$ cat src/rtl/countdown_master.sv
// Bus initiator for the shot-clock countdown: polls the timer toggle register, decrements on each
// toggle edge while running and writes the count in BCD to the display register.
module countdown_master #(
  parameter int unsigned INIT     = 24,
  parameter logic [31:0] DISP_ADR = 32'h0000FF00,
  parameter logic [31:0] TICK_ADR = 32'h0000FF01
) (
  input  logic        clk,
  input  logic        reset,
  input  logic        start,
  input  logic        pause,
  input  logic        reload,
  input  logic [31:0] io_data,
  output logic [31:0] adr,
  output logic [31:0] writedata,
  output logic        memwrite,
  output logic        running,
  output logic        expired
);

  localparam logic [6:0] InitCount = 7'(INIT);

  typedef enum logic [1:0] {
    StIdle0,
    StWrite,
    StPrime,
    StPoll
  } state_e;

  state_e     state_q, state_d;
  logic [6:0] count_q, count_d;
  logic       run_q, run_d;
  logic       wr_pend_q, wr_pend_d;
  logic       tick_prev_q, tick_prev_d;
  logic       primed_q, primed_d;

  logic       tick;
  logic       tick_evt;
  logic       dec;
  logic [3:0] tens;
  logic [3:0] ones;
  logic       unused_io_data;

  assign tick           = io_data[0];
  assign unused_io_data = ^io_data[31:1];

  // Reload wins over a simultaneous tick: the edge is consumed but not counted.
  assign tick_evt = (state_q == StPoll) && (tick != tick_prev_q);
  assign dec      = tick_evt && run_q && (count_q != 7'd0) && !reload;

  always_comb begin
    state_d     = state_q;
    count_d     = count_q;
    run_d       = run_q;
    wr_pend_d   = wr_pend_q;
    tick_prev_d = tick_prev_q;
    primed_d    = primed_q;

    if (pause) begin
      run_d = 1'b0;
    end else if (start && (count_q != 7'd0)) begin
      run_d = 1'b1;
    end

    if (dec) begin
      count_d   = count_q - 7'd1;
      wr_pend_d = 1'b1;
      if (count_q == 7'd1) begin
        run_d = 1'b0;
      end
    end

    if (reload) begin
      count_d   = InitCount;
      wr_pend_d = 1'b1;
    end

    unique case (state_q)
      StIdle0: state_d = StWrite;
      StWrite: begin
        // A reload seen during a write queues another write straight after it.
        wr_pend_d = reload;
        if (reload) begin
          state_d = StWrite;
        end else if (!primed_q) begin
          state_d  = StPrime;
          primed_d = 1'b1;
        end else begin
          state_d = StPoll;
        end
      end
      StPrime: begin
        tick_prev_d = tick;
        state_d     = StPoll;
      end
      StPoll: begin
        tick_prev_d = tick;
        if (wr_pend_q || dec || reload) begin
          state_d = StWrite;
        end
      end
      default: state_d = StIdle0;
    endcase
  end

  always_ff @(posedge clk) begin
    if (reset) begin
      state_q     <= StIdle0;
      count_q     <= InitCount;
      run_q       <= 1'b0;
      wr_pend_q   <= 1'b1;
      tick_prev_q <= 1'b0;
      primed_q    <= 1'b0;
    end else begin
      state_q     <= state_d;
      count_q     <= count_d;
      run_q       <= run_d;
      wr_pend_q   <= wr_pend_d;
      tick_prev_q <= tick_prev_d;
      primed_q    <= primed_d;
    end
  end

  assign tens = 4'(count_q / 7'd10);
  assign ones = 4'(count_q % 7'd10);

  // Outputs are forced idle while reset is high so an in-flight write is abandoned.
  always_comb begin
    adr       = TICK_ADR;
    writedata = 32'd0;
    memwrite  = 1'b0;
    if (!reset && (state_q == StWrite)) begin
      adr       = DISP_ADR;
      writedata = {24'd0, tens, ones};
      memwrite  = 1'b1;
    end
  end

  assign running = run_q && !reset;
  assign expired = (count_q == 7'd0) && !reset;

endmodule

$ cat config.mk
export PLATFORM = sky130hd
export DESIGN_NAME = countdown_master
export DESIGN_NICKNAME = d
export VERILOG_FILES = /design/src/rtl/countdown_master.sv
export SDC_FILE = /design/constraint.sdc
export NUM_CORES = 1
export LEC_CHECK = 0
export ABC_AREA = 1
export ABC_CLOCK_PERIOD_IN_PS = 2550
export CORE_MARGIN = 2
export CORE_UTILIZATION = 27
export CTS_BUF_LIST = sky130_fd_sc_hd__clkbuf_4 sky130_fd_sc_hd__clkbuf_8
export DETAILED_ROUTE_END_ITERATION = 12
export PLACE_DENSITY = 0.67
export SETUP_SLACK_MARGIN = 0.3
export SYNTH_ARGS = -nofsm -noshare
export SYNTH_HDL_FRONTEND = slang
export SYNTH_SLANG_ARGS = --single-unit
$ cat constraint.sdc
create_clock -name clk -period 2.55 [get_ports clk]
set_input_delay 0.255 -clock clk [delete_from_list [all_inputs] [get_ports clk]]
set_output_delay 0.255 -clock clk [all_outputs]
set_load 0.005 [all_outputs]
==> Yosys cells after proc, flatten, opt, wreduce, memory -nomap -nowiden <==
Cells that the tools add are included.
{ "classes": {"addsub": 1, "mul": 0, "div_mod_pow": 2, "magnitude_cmp": 0, "n_eq_ne": 6, "shift": 0, "n_mux": 14, "bitwise_logic": 1, "reduce_logical": 19} }
{ "op_table": {"columns": ["operator", "n"], "rows": [
  ["$mux 1", 10],
  ["$logic_and 1x1->1", 8],
  ["$mux 8", 1],
  ["$pmux 2 s4", 1],
  ["$div 7x4->7 const B", 1],
  ["$eq 7x1->1 const B", 1],
  ["$logic_not 7->1", 1],
  ["$mod 7x4->7 const B", 1],
  ["$reduce_bool 7->1", 1],
  ["$sub 7x1->7 const B", 1],
  ["$eq 2x2->1 const B", 2],
  ["$mux 2", 2],
  ["$reduce_or 2->1", 2],
  ["$reduce_bool 3->1", 1],
  ["$eq 2x1->1 const B", 1],
  ["$logic_not 1->1", 2],
  ["$logic_not 2->1", 1],
  ["$logic_or 1x1->1", 2],
  ["$ne 2x1->1 const B", 1],
  ["$reduce_and 2->1", 1],
  ["$ne 1x1->1", 1],
  ["$not 1->1", 1]
]} }
{ "word_totals": {"register_bits": 13, "latch_bits": 0, "ram_bits": 0, "romBits": 0, "in_bits": 37, "mem_count": 0} }

==> Longest topological paths before layout <==
{ "depth": {"depth_word": 9, "mapped_depth": 19} }

==> Worst setup path after synthesis <==
Ideal clock, no wire load.
{ "synth_path": {"path_kind": "register -> output", "startpoint": "register count_q[4]", "endpoint": "output port writedata[1]", "arrival_time_ps": 1905, "required_ps": 2295, "slack_ps": 390, "path_stages_with_launch": 18, "cell_sequence": "dfxtp_1 buf_4 inv_2 a21oi_2 nand2_2 nand3_2 nand2_2 nand2_4 nand2_4 nand2_2 nand2_1 nand2_1 inv_2 ha_1 nand3b_2 nand4_1 nand2_1 nor2_1"} }
{ "synth_via": {"elab_chain_cells": 2} }
{ "synth_rtl": {"columns": ["element", "line_no", "text"], "rows": [
  ["from (decl)", "31", "logic [6:0] count_q, count_d;"],
  ["from (signal assigned)", "109", "count_q <= InitCount;"],
  ["from (signal assigned)", "116", "count_q <= count_d;"],
  ["$mod 7x4->7", "125", "assign ones = 4'(count_q % 7'd10);"],
  ["$mux 8", "132", "if (!reset && (state_q == StWrite)) begin"],
  ["to (decl)", "15", "output logic [31:0] writedata,"]
]} }
Every way passes these cells.

==> Worst setup path after layout <==
{ "layout_path": {"startpoint": "register count_q[5]", "endpoint": "output port writedata[2]"} }
The elaborated chain is that of the path after synthesis.

==> impl_table.tex <==
\begin{tabular}{lr}
\hline
Metric & Value \\
\hline
\multicolumn{2}{l}{\textbf{Detailed routing}} \\
\quad Residual DRC & 0 \\
\quad Via count normalized by instance count & 3.917 \\
\quad Total Routed Length & 3085 µm \\
\quad Post-detailed-route wirelength per cell & 9.463 µm \\
\quad DRT iter0 DRCs & 29 \\
\quad Vias post-DR & between 1,000 and 1,500 \\
\quad Remaining antenna violation count & 0 \\
\quad Number of detailed-routing iterations run before antenna repair & 4 \\
\multicolumn{2}{l}{\textbf{Die}} \\
\quad Vert. Die Dim & 76.78 µm \\
\quad Core box area & 0.005107 mm² \\
\quad Site row count & 26 \\
\quad Die width & 76.78 µm \\
\quad Starting utilization of the core area & around 28\% \\
\quad Count of boundary I/O pins & around 100 \\
\quad Die ar. & slightly below 0.006 mm² \\
\multicolumn{2}{l}{\textbf{Global routing}} \\
\quad GR Overflow Total & 0 \\
\quad Global-route wire length before repair & 5119 µm \\
\quad Maximum number of pins on one net before global-route repair & 9 \\
\quad Antenna violations before repair & 0 \\
\quad Vias in the first global route & about 1,200 \\
\quad Global routing usage summed across all routing layers & 10.28\% \\
\multicolumn{2}{l}{\textbf{Critical path}} \\
\quad CP Max Fanout & 4 \\
\quad Delay-heaviest family, CP & simple AND/OR/NAND/NOR gates \\
\quad Cell-by-cell trace of the critical path & inv\_4 -> o211ai\_1 -> inv\_1 -> nor2\_4 -> nand2\_4 -> nand2\_4 -> nand2\_2 -> nand2\_2 -> inv\_2 -> ha\_4 -> nand3b\_4 -> nand4\_1 -> nand2\_1 -> nor2\_1 -> buf\_2 \\
\quad WP buf/inv & 4 \\
\quad Classification of the worst setup path & register to output pin \\
\quad Timing startpoint of the critical path & count\_q[5] \\
\quad R2r worst-path depth & 10 \\
\quad CP Capture Type & output pin \\
\quad Setup slack of the worst register-to-register path & 0.68 ns \\
\quad Largest stage delay on the critical path & 0.38 ns \\
\quad CP Data Arrival Time & between 2 and 2.5 ns \\
\quad Critical path startpoint category & register \\
\quad Crit path max-delay cell type & dfxtp\_4 \\
\quad Number of cells on the critical path & 15 \\
\quad RR Startpoint & count\_q[1] \\
\quad Required time worst endpoint & 2.30 ns \\
\multicolumn{2}{l}{\textbf{Pwr}} \\
\quad Total power density per cell area & 258.9 mW/mm² \\
\quad Worst vdd ir & approximately 0.20 mV \\
\quad Cell leakage power & 0.0008858 µW \\
\multicolumn{2}{l}{\textbf{Placed design}} \\
\quad Last weighted congestion value of the routability-driven placer & 0.8157 \\
\quad Number of port buffers & 17 \\
\quad Cell area after placement & about 0.0016 mm² \\
\quad HPWL reported at the end of detailed placement & 2229 µm \\
\quad Post-placement worst setup slack & -0.1692 ns \\
\multicolumn{2}{l}{\textbf{Clock network}} \\
\quad Cts bufs inserted & 3 \\
\quad Insertion delay of the later-clocked pin in the worst-skew pair & roughly 0.25 ns \\
\quad Clock slew seen by the registers of the worst setup and hold paths & approximately 0.06 ns \\
\quad Clock Path Buffers & 2 \\
\quad Sink count of the clock tree & 13 \\
\quad H-tree depth & 1 \\
\quad Root buffer selected by CTS & clkbuf\_8 \\
\quad TritonCTS clock tree & yes \\
\multicolumn{2}{l}{\textbf{Job}} \\
\quad Max-cap violation count & 0 \\
\multicolumn{2}{l}{\textbf{Layout}} \\
\quad Post-route cell area & $\sim$0.0019 mm² \\
\quad NumNets Final & 302 \\
\quad Final design utilization & 36.70\% \\
\quad Share of cells above drive strength 1 & 31.25\% \\
\quad Fill cell instance count of the final layout & 556 \\
\quad Most common cell after layout, fill and taps aside & conb\_1 \\
\quad Total inserted antenna cells & 0 \\
\quad Area growth from synthesis to layout & 31.06\% \\
\quad Commonest cells after routing, fill and taps aside & 55 x conb\_1, 30 x buf\_4, 21 x nor2\_1, 17 x inv\_1, 13 x nand2\_1 \\
\multicolumn{2}{l}{\textbf{Timing}} \\
\quad Final clock skew & 0.001668 ns \\
\quad Number of pins with negative max-slew slack in the final report & 0 \\
\quad Number of endpoints failing setup at the final stage & 0 \\
\quad Setup TNS & 0 ns \\
\quad Final count of hold timing violations & 0 \\
\quad Final worst slack & just over 0.09 ns \\
\quad Fin crit share & just under 100\% \\
\quad Minimum clock period & 2.459 ns \\
\quad Max frequency & slightly above 0.4 GHz \\
\quad RSZ-0062 raised after global routing & yes \\
\multicolumn{2}{l}{\textbf{Yosys}} \\
\quad Count of mapped cells out of synthesis & 209 \\
\quad Synth unique cells & 30 \\
\quad Flip-flop and latch count after synthesis & 13 \\
\quad Mapped Avg Cell Area & 6.843 µm² \\
\quad Combined area of all synthesized cells & about 0.0014 mm² \\
\quad Number of warnings printed during yosys synthesis & 0 \\
\quad Sequential area share after synthesis & 18.20\% \\
\multicolumn{2}{l}{\textbf{Worst hold path}} \\
\quad Instance count along the most critical hold path & 2 \\
\quad Hold Startpoint & primed\_q \\
\quad Type of the tightest min-delay check & register to register \\
\multicolumn{2}{l}{\textbf{Status}} \\
\quad Status & completed \\
\hline
\end{tabular}
## metrics by stage
stage | instances | hold slack, ns | power, µW
after floorplan | 262 | 0.3337 | 322.6
after detailed placement | 311 | 0.4626 | 293.0
final | 326 | 0.4855 | 485.3
after global placement | 311 | 0.4528 | 291.6
after global routing | 326 | 0.5195 | 516.3
after CTS | 323 | 0.4888 | 492.9
## Yosys cell counts (all sizes together)
cell type  number  share of area [%]
dfxtp          13                 18
nor2           27                7.4
xor2            1               0.61
nor4            1               0.44
a21oi          12                4.5
nand2          24                8.0
nand4           3                1.3
a311oi          1               0.61
and3            1               0.44
o21ai          13                5.1
inv            26                6.8
a211oi          1               0.53
nand3           9                4.2
conb            2               0.53
clkbuf          1               0.26
ha              8                7.0
buf            56                 29
o31ai           1               0.53
o211ai          2                1.0
nand3b          2                1.3
nor3            5                1.7
## path summary, 6_finish.rpt
check,end
worst min register to register,primed_q
worst max register to register,count_q[4]
worst min-delay path,primed_q
worst max-delay path,writedata[2]
## layer usage
| layer | up-vias | wire length, µm | global-route usage [%] |
|---|---|---|---|
| met5 | - | 0 | 0 |
| met4 | 0 | 53 | 4.545 |
| met3 | 6 | 186 | 2.824 |
| met2 | 50 | 1597 | 18.51 |
| met1 | 569 | 1249 | 11.17 |
| li1 | 652 | - | - |
## layout make-up
type	count	area [µm²]	area share (%)
inverters	26	107.6	5.741
multi-input cells	166	977.2	52.14
flip-flops and latches	13	271.5	14.49
clock buffers	4	48.80	2.603
repair buffers	47	381.6	20.36
well taps	70	87.58	4.673
## state kept, by name, summed over array words and instances, names as in the netlist
signal       count
primed_q         1
state_q          2
wr_pend_q        1
count_q          7
tick_prev_q      1
run_q            1
## power by group
group	switching [µW]	total (µW)	internal [µW]
registers	4.96	211	206
clock network	77.3	199	121
logic	47.2	75.3	28.1
total	129	485	356
## worst register-to-register path, stage by stage (launching register included)
cell and delay (ns):
dfxtp_1 0.43, inv_1 0.19, ha_1 0.22, nand3_1 0.16, nand2_1 0.08, nor2_1 0.13, nand2_1 0.11, nor2_1 0.18
inv_1 0.07, a21oi_1 0.12, o21ai_0 0.08
## logic make-up (layout without fill, tap and decap cells)
family	after synthesis	in the layout	synth area share [%]
AOI/OAI and AO/OA	30	30	12.25
xor gates and xnor gates	1	1	0.6125
adders and majority gates	8	8	6.999
buffers and inverters	83	77	36.48
DFF	13	13	18.20
other	2	55	0.5251
and+or+nand+nor	72	72	24.93
## what timing repair did
action	4_1_cts	5_1_grt
buffers inserted	8	3
pin swaps	12	15
endpoints found under the hold margin	0	0
endpoints found under the setup margin	5	8
gates resized for setup	36	26
hold buffers	0	0
(Power assumes the default switching activity.)
